`config.mk`:
```
export PLATFORM = sky130hd
export DESIGN_NAME = uart_alu_bridge
export DESIGN_NICKNAME = d
export VERILOG_FILES = /design/src/rtl/uart_alu_bridge.sv
export SDC_FILE = /design/constraint.sdc
export NUM_CORES = 1
export LEC_CHECK = 0
export CORE_MARGIN = 2
export CORE_UTILIZATION = 55
export DETAILED_ROUTE_END_ITERATION = 10
export PLACE_DENSITY_LB_ADDON = 0.1
export SYNTH_ARGS = -nofsm -noshare
export SYNTH_HDL_FRONTEND = slang
export SYNTH_SLANG_ARGS = --single-unit
```
`constraint.sdc`:
```
create_clock -name i_clock -period 3.4 [get_ports i_clock]
set_clock_uncertainty 0.1 [all_clocks]
set_input_delay 0.68 -clock i_clock [delete_from_list [all_inputs] [get_ports i_clock]]
set_output_delay 0.68 -clock i_clock [all_outputs]
set_load 0.02 [all_outputs]
```
`src/rtl/uart_alu_bridge.sv`:
```
// Byte-level bridge: collects A, B, opcode from a UART receiver, runs an 8-bit ALU op,
// and hands the result byte to the UART transmitter, waiting for tx completion.
module uart_alu_bridge #(
  parameter int DATA_WIDTH = 8,
  parameter int OP_WIDTH   = 6
) (
  input  logic                  i_clock,
  input  logic                  i_reset,
  input  logic                  i_rx_done,
  input  logic [DATA_WIDTH-1:0] i_rx_data,
  input  logic                  i_tx_done,
  output logic                  o_tx_signal,
  output logic [DATA_WIDTH-1:0] o_tx_data_byte,
  output logic                  o_busy,
  output logic                  o_op_error,
  output logic                  o_drop
);

  typedef enum logic [2:0] {
    S_WAIT_A, S_WAIT_B, S_WAIT_OP, S_EXEC, S_SEND, S_WAIT_TX
  } state_t;

  localparam logic [OP_WIDTH-1:0]   OP_ADD = OP_WIDTH'('h20);
  localparam logic [OP_WIDTH-1:0]   OP_SUB = OP_WIDTH'('h22);
  localparam logic [OP_WIDTH-1:0]   OP_AND = OP_WIDTH'('h24);
  localparam logic [OP_WIDTH-1:0]   OP_OR  = OP_WIDTH'('h25);
  localparam logic [OP_WIDTH-1:0]   OP_XOR = OP_WIDTH'('h26);
  localparam logic [OP_WIDTH-1:0]   OP_NOR = OP_WIDTH'('h27);
  localparam logic [OP_WIDTH-1:0]   OP_SRA = OP_WIDTH'('h03);
  localparam logic [OP_WIDTH-1:0]   OP_SRL = OP_WIDTH'('h02);
  localparam logic [DATA_WIDTH-1:0] SH_LIM = DATA_WIDTH'(DATA_WIDTH);

  state_t                state_q, state_d;
  logic [DATA_WIDTH-1:0] a_q, a_d, b_q, b_d, result_q, result_d;
  logic [OP_WIDTH-1:0]   op_q, op_d;
  logic                  tx_signal_q, tx_signal_d;
  logic                  busy_q, busy_d;
  logic                  op_err_q, op_err_d;
  logic                  drop_q, drop_d;
  logic                  rx_q, tx_q;
  logic                  rx_edge, tx_edge, in_busy;
  logic [DATA_WIDTH-1:0] alu_res;
  logic                  alu_bad;

  assign rx_edge = i_rx_done & ~rx_q;
  assign tx_edge = i_tx_done & ~tx_q;
  assign in_busy = (state_q == S_EXEC) || (state_q == S_SEND) || (state_q == S_WAIT_TX);

  always_comb begin
    alu_res = '0;
    alu_bad = 1'b0;
    case (op_q)
      OP_ADD:  alu_res = a_q + b_q;
      OP_SUB:  alu_res = a_q - b_q;
      OP_AND:  alu_res = a_q & b_q;
      OP_OR:   alu_res = a_q | b_q;
      OP_XOR:  alu_res = a_q ^ b_q;
      OP_NOR:  alu_res = ~(a_q | b_q);
      // Shift amounts beyond the width saturate explicitly rather than relying on >>> semantics.
      OP_SRA:  alu_res = (b_q >= SH_LIM) ? {DATA_WIDTH{a_q[DATA_WIDTH-1]}}
                                         : $unsigned($signed(a_q) >>> b_q);
      OP_SRL:  alu_res = (b_q >= SH_LIM) ? '0 : (a_q >> b_q);
      default: alu_bad = 1'b1;
    endcase
  end

  always_comb begin
    state_d     = state_q;
    a_d         = a_q;
    b_d         = b_q;
    op_d        = op_q;
    result_d    = result_q;
    op_err_d    = op_err_q;
    tx_signal_d = 1'b0;
    drop_d      = drop_q | (rx_edge & in_busy);
    unique case (state_q)
      S_WAIT_A: if (rx_edge) begin
        a_d      = i_rx_data;
        op_err_d = 1'b0;
        state_d  = S_WAIT_B;
      end
      S_WAIT_B: if (rx_edge) begin
        b_d     = i_rx_data;
        state_d = S_WAIT_OP;
      end
      S_WAIT_OP: if (rx_edge) begin
        op_d    = i_rx_data[OP_WIDTH-1:0];
        state_d = S_EXEC;
      end
      S_EXEC: begin
        result_d    = alu_res;
        op_err_d    = alu_bad;
        tx_signal_d = 1'b1;
        state_d     = S_SEND;
      end
      S_SEND:    state_d = S_WAIT_TX;
      S_WAIT_TX: if (tx_edge) state_d = S_WAIT_A;
      default:   state_d = S_WAIT_A;
    endcase
    busy_d = (state_d == S_EXEC) || (state_d == S_SEND) || (state_d == S_WAIT_TX);
  end

  always_ff @(posedge i_clock) begin
    // Edge-detect history tracks inputs through reset so a level held across release is not a new byte.
    rx_q <= i_rx_done;
    tx_q <= i_tx_done;
    if (i_reset) begin
      state_q     <= S_WAIT_A;
      a_q         <= '0;
      b_q         <= '0;
      op_q        <= '0;
      result_q    <= '0;
      tx_signal_q <= 1'b0;
      busy_q      <= 1'b0;
      op_err_q    <= 1'b0;
      drop_q      <= 1'b0;
    end else begin
      state_q     <= state_d;
      a_q         <= a_d;
      b_q         <= b_d;
      op_q        <= op_d;
      result_q    <= result_d;
      tx_signal_q <= tx_signal_d;
      busy_q      <= busy_d;
      op_err_q    <= op_err_d;
      drop_q      <= drop_d;
    end
  end

  assign o_tx_signal    = tx_signal_q;
  assign o_tx_data_byte = result_q;
  assign o_busy         = busy_q;
  assign o_op_error     = op_err_q;
  assign o_drop         = drop_q;

endmodule

```
# Word level (Yosys, flattened, before mapping)

Index checks and enable logic that the tools add are counted.

Memories: 0
Flip-flop bits (word level): 39
ROM bits: 0
Output and inout port bits: 12
Memory bits (writable): 0
Latch bits: 0

Reduce and logical (&&, ||, !) cells: 11
Add/subtract/negate cells: 2
$lt $le $gt $ge: 1
Multiply operators: 0
Bitwise logic cells: 10
Shifts and indexed selects: 2
Equal/unequal tests: 17
Muxes and demuxes: 12
Divide/modulo/power cells: 0

Operators with widths:

| kind                                                              | count |
|---|---|
| case mux 8 bit (8 select lines)                                   | 1 |
| == test 6 bit, second input constant                              | 6 |
| case mux 3 bit (6 select lines)                                   | 1 |
| 2-to-1 mux 8 bit                                                  | 2 |
| == test 3 bit, second input constant                              | 4 |
| == test 6 x 2 -> 1 bit, second input constant                     | 2 |
| 2-to-1 mux 3 bit                                                  | 4 |
| == test 3 x 2 -> 1 bit, second input constant                     | 3 |
| adder 8 bit                                                       | 1 |
| bitwise AND 8 bit                                                 | 1 |
| greater-or-equal comparator 8 x 4 -> 1 bit, second input constant | 1 |
| NOT 8 bit                                                         | 1 |
| OR 8 bit                                                          | 1 |
| AND reduction 2 bit                                               | 4 |
| OR reduction 8 bit                                                | 1 |
| >> shifter 8 x 8 -> 8 bit                                         | 1 |
| >>> shifter 8 x 8 -> 8 bit                                        | 1 |
| subtractor 8 bit                                                  | 1 |
| XOR 8 bit                                                         | 1 |
| logical OR 1 bit                                                  | 4 |
| bitwise AND 1 bit                                                 | 3 |
| == test 3 x 1 -> 1 bit, second input constant                     | 1 |
| logical NOT 3 bit                                                 | 1 |
| 2-to-1 mux 1 bit                                                  | 3 |
| other kinds (5)                                                   | 6 |

# Depth between registers and ports, before layout

Gate-level depths: netlist of run 1.

Depth in word-level cells: 7
Mapped depth: 13
Depth with buffers taken out: 11

# Least setup slack after synthesis of run 1

No wires, ideal clock.

Path type: register to register
Start point: register op_q[2]
End point: register result_q[7], in the netlist o_tx_data_byte[7]
Stages on the path, launching flop included: 12
Setup slack: 589 ps
Arrival: 2588 ps
Data required time: 3178 ps
Clock period less this slack: 2811 ps
Cell sequence: dfxtp_1 > or4b_4 > nor2_4 > mux2_1 > inv_1 > ha_1 > nor2b_1 > o2111ai_1 > nand3_1 > o41ai_1 > xnor2_1 > o21ai_1

Longest elaborated chain between the ends: 2

RTL lines:

| what                                                    | RTL line | text |
|---|---|---|
| start: declaration                                      | 35       | `logic [OP_WIDTH-1:0] op_q, op_d;` |
| start signal: assignment                                | 121      | `op_q <= op_d;` |
| == test 6 x 2 -> 1 bit or == test 6 bit (tied branches) | 52       | `case (op_q)` |
| case mux 8 bit (8 select lines) (*)                     | 52       |  |
| end signal: assignment                                  | 122      | `result_q <= result_d;` |
| end: declaration                                        | 34       | `logic [DATA_WIDTH-1:0] a_q, a_d, b_q, b_d, result_q, result_d;` |

Every way passes the cells marked *; elsewhere a longest branch is shown, timed or not.
A chain may end at the register's enable or synchronous reset.

# Final worst setup path of run 1

Start point: register op_q[5]
End point: register result_q[7], in the netlist o_tx_data_byte[7]

Same word-level chain as after synthesis.

==> results of run 1 <==
layer usage:
layer	global-route usage, %	routed length [um]	vias to the layer above
met2	44.31	3625	138
met1	36.12	3495	1293
li1	-	-	1379
met4	12.68	259	0
met3	4.302	510	25
met5	0	0	-
worst reg2reg max path, stage by stage (launching register included):
cell	delay, ps
dfxtp_1	420
or4b_4	530
nor2_4	180
mux2_1	390
inv_1	70
ha_1	210
nor2b_1	130
o2111ai_1	190
nand3_1	120
o41ai_1	340
xnor2_1	160
o21ai_1	80
worst paths after layout:
check                            to  depth (start not counted)  slack [ps]
hold / removal    o_tx_data_byte[2]                          2         340
hold reg to reg   o_tx_data_byte[2]                          2         340
setup / recovery  o_tx_data_byte[7]                         11         360
setup reg to reg  o_tx_data_byte[7]                         11         360
power breakdown:
group | leakage [nW] | switching (mW) | internal (mW)
Sequential | 0.316 | 0.0203 | 0.467
Clock | 0.0502 | 0.175 | 0.215
Combinational | 0.869 | 0.118 | 0.0993
logic make-up (layout without fill, tap and decap cells):
| kind of cell | count (synthesis) | count (layout) |
|---|---|---|
| DFF | 39 | 39 |
| muxes | 22 | 22 |
| adders and majority gates | 25 | 25 |
| and+or+nand+nor | 138 | 138 |
| xor gates and xnor gates | 20 | 20 |
| AOI/OAI and AO/OA | 97 | 97 |
| buffers and inverters | 38 | 57 |
stage by stage:
stage | total power, mW | util (%) | instances | cell area [um2] | setup slack, ps
floorplan | 0.6550 | - | 379 | 2999 | 589.2
global placement | 0.7081 | 63.18 | 461 | 3268 | 483.0
detailed placement | 0.7115 | 63.18 | 461 | 3268 | 403.6
CTS | 1.098 | 65.24 | 468 | 3374 | 375.5
global route | 1.148 | 65.24 | 468 | 3374 | 116.3
finish | 1.094 | 65.24 | 468 | 3374 | 362.2
sequential cells by signal, indices dropped and copies added (netlist names):
register,flops
op_q,6
o_op_error,1
a_q,8
rx_q,1
state_q,3
o_busy,1
b_q,8
o_tx_signal,1
o_drop,1
o_tx_data_byte,8
tx_q,1
final cells by class:
cell class | count | area, um2
clock inverters | 2 | 37.54
well taps | 70 | 87.58
clock buffers | 5 | 68.82
flip-flops and latches | 39 | 780.7
fillers | 457 | 1798
repair buffers | 31 | 290.3
multi-input cells | 302 | 2038
inverters | 19 | 71.32
placed cells by master, fill, tap and decap left out, types with 3 or more instances in the layout:
master and n:
xor2_1 6, a31oi_1 4, o41ai_1 3, and2_1 3
clkdlybuf4s50_1 23, a21oi_1 39, nor2_1 36, xnor2_1 14
buf_4 8, a22oi_1 3, ha_1 24, o21ai_1 6
nor3_1 9, mux2i_1 16, nand3_1 20, clkbuf_8 5
o22ai_1 6, a211oi_1 7, nand2_1 39, o31ai_1 3
o21ai_0 10, dfxtp_1 39, inv_1 18, o211ai_1 4
nand2b_1 8, nor2b_1 7
==> run_results.csv, run 1 <==
group,metric,value,unit
run_status,outcome,"completed",
die,core-area,0.005172,mm2
logic_synthesis,synthSimpleGateAreaFrac,23.28,%
logic_synthesis,yosysTopAreaCell,"dfxtp_1",
logic_synthesis,syn_avg_cell_area,7.913,um2
logic_synthesis,synth_top_area_share,26.03,%
grt,grt_pass1_wl,13200,um
setup_path,path_max_fanout,7,
logic_synthesis,ys_ff_latch,39,
sta,rsz0062_at_grt,"false",
setup_path,crit_arrival,3130,ps
sta,maxSlewHeadroom,56.32,%
setup_path,cp-end-kind,"flop",
cells_and_area,drive_gt1_share,7.286,%
detailed_routing,wirelength,7890,um
logic_synthesis,synth_cell_types,54,
cells_and_area,n_antenna_cell,0,
setup_path,critPathSlowestCell,"or4b_4",
setup_path,cp-startpoint,"op_q[5]",
placed_design,gp_congestion,0.9471,
cts,htreeDepth,2,
die,die_h,77.85,um
detailed_routing,ant_nets,0,
cts,tritoncts,"built",
sta,final_hold_viol_count,0,
detailed_routing,drc_errors,0,
grt,grt_usage,27.54,%
pwr,power_density,324.2,mW/mm2
grt,grt_pass1_vias,2722,
cts,clk_latency,300,ps
placed_design,io_buffers,23,
setup_path,path_cells,"or4b_4 -> nor2_4 -> mux2_1 -> inv_1 -> ha_1 -> nor2b_1 -> o2111ai_1 -> nand3_1 -> o41ai_1 -> xnor2_1 -> o21ai_1",
logic_synthesis,synth_ff_type,"dfxtp_1",
logic_synthesis,synthMuxAreaShare,8.344,%
flow_run,drv_cap,0,
die,num_rows,26,
sta,fmax,329.2,MHz
sta,fin_setup_tns,0,ps
cts,clock_path_buffers,2,
die,start_util,57.98,%
die,ioPinCount,24,
setup_path,path_delay_family,"simple AND/OR/NAND/NOR gates",
logic_synthesis,synth_xor_area_share,5.841,%
setup_path,cp_num_buf_inv,1,
detailed_routing,via_count,2835,
pwr,p_leak,1.236,nW
detailed_routing,drt_first_pass_iters,5,
detailed_routing,wl_per_cell,16.86,um
logic_synthesis,synth_compound_gate_area_share,19.82,%
cts,cts.sinks,39,
worst_hold_path,hp-start,"o_tx_data_byte[2]",
logic_synthesis,ys_top_cells_by_count,"a21oi_1, dfxtp_1, nand2_1",
die,dieArea,0.006060,mm2
logic_synthesis,synth.area.top_cells,"dfxtp_1, ha_1, a21oi_1",
sta,finalCriticalPeriod,3038,ps
placed_design,dp.final_hpwl,5979,um
cts,postCtsSetupBuffers,0,
setup_path,required,3490,ps
grt,antenna_found_initial,0,
worst_hold_path,hold_path_class,"reg2reg",
cells_and_area,syn_to_final_growth,12.52,%
cts,cts_root_buf,"clkbuf_8",
die,die_x,77.85,um
logic_synthesis,synth_fp_nets,416,
setup_path,r2r_start,"op_q[5]",
logic_synthesis,async_flop_share,0,%
cts,path_clk_slew,80,ps
sta,worst_hold_slack,341.0,ps
logic_synthesis,synthCells,379,
sta,setup_viol_count_final,0,
cells_and_area,nNetsFinal,435,
setup_path,cpPeakStageDelay,530,ps
setup_path,worstSetupPathType,"reg2reg",
grt,grt_max_degree,30,
sta,period_share,89.35,%
setup_path,cp-start-kind,"flop",
pwr,peakVddDrop,0.0002634,V
cts,ctsHoldBuffers,0,
sta,drv_slew,0,
logic_synthesis,yosys.area_share.adder,10.68,%
logic_synthesis,ys_seq_area_share,26.03,%
logic_synthesis,synth_edf_count,0,
grt,overflow,0,
sta,worst_pin_slew,649.2,ps
cts,cts_resized,0,
cts,cts_buffers,5,
detailed_routing,drt_iter0_markers,292,
logic_synthesis,syn_area,0.002999,mm2
logic_synthesis,synth_top_family_by_area,"simple AND/OR/NAND/NOR gates",
logic_synthesis,yosysWarnings,0,
detailed_routing,vias_per_cell,6.058,
No activity file was read; power rests on OpenSTA's default activity.
==> inputs of run 2 (changes only) <==
SLEW_MARGIN = 20   (was unset)
==> results of run 2 <==
Final layout, timing and power as in run 1 (identical DEF).
==> inputs of run 3 (changes only) <==
SLEW_MARGIN = 25   (was 20)
==> results of run 3 <==
Final layout, timing and power as in run 1 (identical DEF).
